**src/rtl/ram_pkg.sv**
```systemverilog
// Shared types and constants for the parameterised synchronous RAM and its clear sequencer.
package ram_pkg;

   localparam int BYTE_W = 8;

   typedef enum logic [1:0] {
      RDW_NO_CHANGE   = 2'd0,
      RDW_READ_FIRST  = 2'd1,
      RDW_WRITE_FIRST = 2'd2
   } rdw_mode_e;

   typedef enum logic {
      ST_CLEAR = 1'b0,
      ST_RUN   = 1'b1
   } ram_state_e;

endpackage

```
**src/rtl/ram_clear_seq.sv**
```systemverilog
// Post-reset clear sweep: walks every word once, then parks in RUN until the next reset.
//  state    | meaning
//  ST_CLEAR | writing INIT_VALUE to word ptr, ptr advances every cycle
//  ST_RUN   | sweep finished, client port owns the array
module ram_clear_seq
   import ram_pkg::*;
#(
   parameter int ADDR_WIDTH = 6
) (
   input  logic                  clk,
   input  logic                  rst_n,
   output logic                  clr_we_o,
   output logic [ADDR_WIDTH-1:0] clr_addr_o,
   output logic                  done_o
);

   localparam logic [ADDR_WIDTH-1:0] LAST_ADDR = '1;

   ram_state_e            state_q, state_d;
   logic [ADDR_WIDTH-1:0] ptr_q, ptr_d;

   always_comb begin
      state_d = state_q;
      ptr_d   = ptr_q;
      if (state_q == ST_CLEAR) begin
         ptr_d = ptr_q + ADDR_WIDTH'(1);
         if (ptr_q == LAST_ADDR) begin
            state_d = ST_RUN;
         end
      end
   end

   always_ff @(posedge clk or negedge rst_n) begin
      if (!rst_n) begin
         state_q <= ST_CLEAR;
         ptr_q   <= '0;
      end else begin
         state_q <= state_d;
         ptr_q   <= ptr_d;
      end
   end

   assign clr_we_o   = (state_q == ST_CLEAR);
   assign clr_addr_o = ptr_q;
   assign done_o     = (state_q == ST_RUN);

endmodule

```
**src/rtl/param_sync_ram.sv**
```systemverilog
// Single-port synchronous RAM with byte enables, selectable read-during-write return,
// 1- or 2-cycle read latency with a valid strobe, and a hardware clear sweep after reset.
module param_sync_ram
   import ram_pkg::*;
#(
   parameter int                    DATA_WIDTH   = 32,
   parameter int                    ADDR_WIDTH   = 6,
   parameter int                    READ_LATENCY = 1,
   parameter int                    RDW_MODE     = 0,
   parameter logic [DATA_WIDTH-1:0] INIT_VALUE   = '0
) (
   input  logic                    clk,
   input  logic                    rst_n,
   input  logic                    req_i,
   input  logic                    we_i,
   input  logic [DATA_WIDTH/8-1:0] be_i,
   input  logic [ADDR_WIDTH-1:0]   addr_i,
   input  logic [DATA_WIDTH-1:0]   din_i,
   output logic                    ready_o,
   output logic [DATA_WIDTH-1:0]   rdata_o,
   output logic                    rvalid_o
);

   localparam int        NUM_BYTES = DATA_WIDTH / BYTE_W;
   localparam int        DEPTH     = 1 << ADDR_WIDTH;
   localparam rdw_mode_e MODE      = rdw_mode_e'(RDW_MODE[1:0]);

   if (READ_LATENCY < 1 || READ_LATENCY > 2) begin : g_bad_latency
      $error("param_sync_ram: READ_LATENCY must be 1 or 2");
   end
   if (RDW_MODE < 0 || RDW_MODE > 2) begin : g_bad_rdw
      $error("param_sync_ram: RDW_MODE must be 0, 1 or 2");
   end
   if (DATA_WIDTH % BYTE_W != 0) begin : g_bad_width
      $error("param_sync_ram: DATA_WIDTH must be a multiple of 8");
   end

   logic                  clr_we;
   logic [ADDR_WIDTH-1:0] clr_addr;
   logic                  clr_done;

   ram_clear_seq #(.ADDR_WIDTH(ADDR_WIDTH)) u_clear_seq (
      .clk        (clk),
      .rst_n      (rst_n),
      .clr_we_o   (clr_we),
      .clr_addr_o (clr_addr),
      .done_o     (clr_done)
   );

   logic [DATA_WIDTH-1:0] mem_q [DEPTH];
   logic [DATA_WIDTH-1:0] rd_word;
   logic [DATA_WIDTH-1:0] wr_word;
   logic                  acc;

   assign acc     = req_i & clr_done;
   assign rd_word = mem_q[addr_i];

   always_comb begin
      wr_word = rd_word;
      for (int i = 0; i < NUM_BYTES; i++) begin
         if (be_i[i]) begin
            wr_word[i*BYTE_W +: BYTE_W] = din_i[i*BYTE_W +: BYTE_W];
         end
      end
   end

   // Array has no reset; the clear sweep owns the write port until it completes.
   always_ff @(posedge clk) begin
      if (clr_we) begin
         mem_q[clr_addr] <= INIT_VALUE;
      end else if (acc && we_i) begin
         mem_q[addr_i] <= wr_word;
      end
   end

   logic                  s1_valid_d, s1_valid_q;
   logic [DATA_WIDTH-1:0] s1_data_d, s1_data_q;

   assign s1_valid_d = acc & (~we_i | (MODE != RDW_NO_CHANGE));
   assign s1_data_d  = (we_i && MODE == RDW_WRITE_FIRST) ? wr_word : rd_word;

   always_ff @(posedge clk or negedge rst_n) begin
      if (!rst_n) begin
         s1_valid_q <= 1'b0;
         s1_data_q  <= '0;
      end else begin
         s1_valid_q <= s1_valid_d;
         if (s1_valid_d) begin
            s1_data_q <= s1_data_d;
         end
      end
   end

   if (READ_LATENCY == 2) begin : g_lat2
      logic                  s2_valid_q;
      logic [DATA_WIDTH-1:0] s2_data_q;

      always_ff @(posedge clk or negedge rst_n) begin
         if (!rst_n) begin
            s2_valid_q <= 1'b0;
            s2_data_q  <= '0;
         end else begin
            s2_valid_q <= s1_valid_q;
            if (s1_valid_q) begin
               s2_data_q <= s1_data_q;
            end
         end
      end

      assign rvalid_o = s2_valid_q;
      assign rdata_o  = s2_data_q;
   end else begin : g_lat1
      assign rvalid_o = s1_valid_q;
      assign rdata_o  = s1_data_q;
   end

   assign ready_o = clr_done;

endmodule

```
**config.mk**
```make
export PLATFORM = sky130hd
export DESIGN_NAME = param_sync_ram
export DESIGN_NICKNAME = d
export VERILOG_FILES = /design/src/rtl/ram_pkg.sv /design/src/rtl/ram_clear_seq.sv /design/src/rtl/param_sync_ram.sv
export SDC_FILE = /design/constraint.sdc
export NUM_CORES = 2
export LEC_CHECK = 0
export CAP_MARGIN = 15
export CORE_AREA = 2 2 361 435
export DETAILED_ROUTE_END_ITERATION = 8
export DIE_AREA = 0 0 363 437
export GPL_TIMING_DRIVEN = 0
export PLACE_DENSITY = 0.72
export SLEW_MARGIN = 25
export SYNTH_ARGS = -nofsm -noshare
export SYNTH_HDL_FRONTEND = slang
export SYNTH_SLANG_ARGS = --single-unit
```
**constraint.sdc**
```tcl
create_clock -name clk -period 5.6 [get_ports clk]
set_clock_uncertainty 0.15 [all_clocks]
set_input_delay 1.12 -clock clk [delete_from_list [all_inputs] [get_ports clk]]
set_output_delay 1.12 -clock clk [all_outputs]
set_load 0.05 [all_outputs]
```
# Word level (Yosys, flattened, before mapping)
# Memory sizes are Yosys's and may differ from the RTL's.
# Cells that the tools add are included.
# word_totals
ff_bits,40
mem_bits_rw,2048
inputBits,46
out_inout_bits,34
word_cells,25
n_memories,1
# op_classes
addsub,1
eq_ne,1
n_mux,13
bitwise_logic,3
reduce_logical,2
# memory_table
name,depth,width,read_ports,rd_clocked_by_memory_dff,wr,line_no,source
mem_q,64,32,1,0,1,param_sync_ram.sv:50,logic [DATA_WIDTH-1:0] mem_q [DEPTH];
# op_table
operator,n
$mux 32,1
$mux 8,4
$reduce_or 32->1,1
$mux 1,7
$add 6x1->6 const B,1
$eq 6x6->1 const B,1
$mux 6,1
$and 1x1->1,2
$logic_and 1x1->1,1
$not 1->1,1

# Longest topological paths before layout
# depth
ltp_word,7
depth_mapped,11
ltp_nobuf,6

# Modules after synthesis
# Synthesis repeated with hierarchy kept, for this count alone.
# hier_totals
cells_unflattened,4416
area_unflattened_um2,81529.4
# by_module_without_submodules
mod,instances,cells_each,area_per_inst_um2,seq_area_each_um2
param_sync_ram,1,4393,81225.4,62324.8
ram_clear_seq,1,23,304.0,175.2

# Least setup slack after synthesis
# No wires, ideal clock.
# synth_path
kind,input -> register
from,input port addr_i[1]
to,memory mem_q[0][23] (data pin)
setup_ps,721
arrival_time_ps,4973
required_time_ps,4729
path_slack_ps,-244
cell_stages,8
n_path_buf,2
path_cell_list,buf_2 buf_4 and2b_2 nand2_1 o221ai_1 a211oi_1 a31o_1 o31ai_1
# synth_between
elab_chain_len,3
# synth_rtl
element,line_no,source
"start, declared",param_sync_ram.sv:17,"input logic [ADDR_WIDTH-1:0] addr_i,"
$mem_v2 64x32,--,
$mux 8,param_sync_ram.sv:61,if (be_i[i]) begin
$mux 32 (no source line),--,
"end, declared",param_sync_ram.sv:50,
# Every way passes these cells.

# Worst setup path after layout
# layout_path
from,input port addr_i[5]
to,memory mem_q[28][24] (data pin)
# The elaborated chain is that of the path after synthesis.

==> impl_results.md <==
* Ys flop type: edfxtp_1
* Library cells used by synthesis at 54
* EDFF count, synth at 2048
* Post-synth ARST share at 1.92%
* Vias in the first global route at 44850
* Clock slew at reported path FFs at 0.06 ns
* Status: finished with violations
* Drt total wl at 239 mm
* Final ANT Viol Nets at 0
* Syn. warnings at 0
* Yosys reg bits at 2088
* Initial Util at 52.8%
* Fmax at 174 MHz
* Initial antenna violation count at 3
* Post-placement cell count at 6816
* # DRC at 0
* Total leakage power at 29.2 nW
* Area grow syn2layout at 17.6%
* Die Ht at 437 µm
* Largest net degree at the start of global routing at 41
* Wirelength per Cell at 33.5 µm
* # clock sinks at 2088
* WS Path Type: input port to register
* Tmin final at 5.75 ns
* Avg Cell Area, Syn at 17.9 µm²
* First-pass GRT wire length at 331 mm
* Clock buffer count from CTS at 182
* Worst reg2reg startpoint: u_clear_seq.done_o
* Endpoints failing setup at 189
* First-pass detailed-route iteration total at 6
* Number of buffers added on ports at 74
* Later-pin clock latency in the skew report at 0.84 ns
* Post-Syn Area at 81300 µm²
* Pwr dens at 313 nW/µm²
* Detailed placement HPWL at 167 mm
* Maximum clock insertion buffer count at 3
* RD Place Congestion at 0.930
* Final #Nets at 5047
* Top Ports at 80
* Final Hold Vio Count at 0
* Placed instance area at 90100 µm²
* Min-delay worst type: input port to async pin
* Layout cells sized above 1 at 15.3%
* Largest cells by area after synthesis: edfxtp_1, mux2i_1, a22oi_1
* Share of the synthesized area in the top cell type at 75.6%
* Setup_tns at -18.85 ns
* Setup ws final at -0.151 ns
* Crit start category: input port
* Core area at 154000 µm²
* Area leader, netlist: edfxtp_1
* Worst slew pin tran at 1.13 ns
* Syn Inst Count at 4551
* Fin crit share at 103%
* CTS tree: yes
* Drt first-iter violations at 6753
* R2r setup slk at 1.18 ns
* Post-route cell area at 95600 µm²
* GRT Overall Usage at 29.9%
* Crit path arrival time at 6.16 ns
* CP required at 6.01 ns
* Syn nets at 4598
* Gr ovfl total at 0
* Die Area at 159000 µm²
* Max IR drop VDD at 0.399 mV
* Non-filler cells in the finished layout at 7148
* Die X at 363 µm
* Root buffer cell: clkbuf_16
* Slew Viols, Final at 0
* Max Cap Viol at 0
* Violated checks: setup timing
* Vias at 46126
* Sequential area share after synthesis at 76.9%
* # H-tree levels at 4
* Endpoint class of the critical path: register
* RR Endpoint: mem_q[24][21]
* CP Max Fanout at 18
* Setup WS pre-CTS at -0.779 ns
* Vias per cell at 6.45
* Worst slew margin at 24.1%
* FF-to-FF path depth at 7
* FP Rows at 158
metal layers:
metal | part of all wire, % | GRT usage [%] | up-vias
li1 | - | - | 19102
met1 | 35 | 37.3 | 23587
met2 | 47 | 48.0 | 2814
met3 | 11 | 6.24 | 621
met4 | 7.4 | 18.6 | 2
met5 | 0.0042 | 0 | -
Yosys cell counts (29+ instances only):
cell type,n
o21ai_0,46
clkbuf_1,63
o22ai_1,173
mux2i_1,949
nor3_1,56
a21oi_1,67
buf_2,112
mux4_2,37
dfrtp_1,40
a22oi_1,186
nand4_1,29
nand2_1,186
nor2_1,188
buf_4,49
edfxtp_1,2048
nand3_1,101
o21ai_1,43
o221ai_1,32
state kept, by name, summed over array words and instances, names as in the netlist:
| signal | flops |
|---|---|
| mem_q | 2048 |
| u_clear_seq.done_o | 1 |
| rdata_o | 32 |
| rvalid_o | 1 |
| u_clear_seq.clr_addr_o | 6 |
report_power, final:
group	total, mW	leakage [nW]	switching, mW	internal [mW]
clock	11.9	2.69	5.47	6.45
sequential	16.9	14.8	0	16.9
combinational	1.18	11.7	0.839	0.343
total	30.0	29.2	6.31	23.7
placed cells by master, fill, tap and decap left out, types with 73 or more instances in the layout:
cell,count
a22oi_1,186
buf_16,135
buf_2,112
clkbuf_1,108
clkbuf_16,190
clkdlybuf4s50_1,73
edfxtp_1,2048
mux2i_1,949
nand2_1,186
nand3_1,101
nor2_1,124
o22ai_1,173
cell type report:
type / instances / area [µm²]
fill: 10406 / 58400
multi-input combinational: 2203 / 18200
antenna: 5 / 12.5
timing repair buffer: 265 / 5420
tap: 2000 / 2500
inverter: 2 / 7.51
clock buffer: 240 / 4970
clock inverter: 87 / 534
buffer: 258 / 1450
sequential: 2088 / 62500
critical path, cell delays in order:
cell,delay (ns)
clkdlybuf4s50_1,0.84
buf_2,0.42
nand4b_1,0.20
buf_2,0.43
buf_1,0.51
o22ai_1,0.14
nor3_1,0.65
nand4_1,0.68
o41ai_2,0.29
o21ai_4,0.23
buf_16,0.24
buf_16,0.17
buf_8,0.17
through the flow:
step | util, % | hold WS [ns] | power (mW)
3_3_place_gp | 54.9 | 0.315 | 18.3
2_1_floorplan | - | 0.329 | 17.8
3_5_place_dp | 58.5 | 0.326 | 18.4
5_1_grt | 62.1 | 0.173 | 30.5
6_report | 62.1 | 0.162 | 30.0
4_1_cts | 62.1 | 0.132 | 30.0
worst max path at each step:
stage,from,end
6_report,addr_i[5],mem_q[28][24]
5_1_grt,addr_i[5],mem_q[21][21]
4_1_cts,addr_i[5],mem_q[24][21]
3_5_place_dp,addr_i[5],mem_q[4][19]
3_3_place_gp,addr_i[5],mem_q[17][19]
2_1_floorplan,addr_i[3],mem_q[0][29]
repair_timing:
action	CTS	global route
hold buffers	0	0
buffers inserted	0	0
resized for setup	0	4
endpoints found under the setup margin	0	49
kinds of logic (layout without fill, tap and decap cells):
family	after synthesis	in the layout	synth area share, %
xor+xnor	5	5	0.0538
flops	2088	2088	76.9
fa+ha+maj	1	1	0.0154
simple gates	602	602	3.31
buf+inv	260	852	1.78
compound gates	604	604	5.18
other cells	0	5	0
mux	991	991	12.8
(Power assumes the default switching activity.)
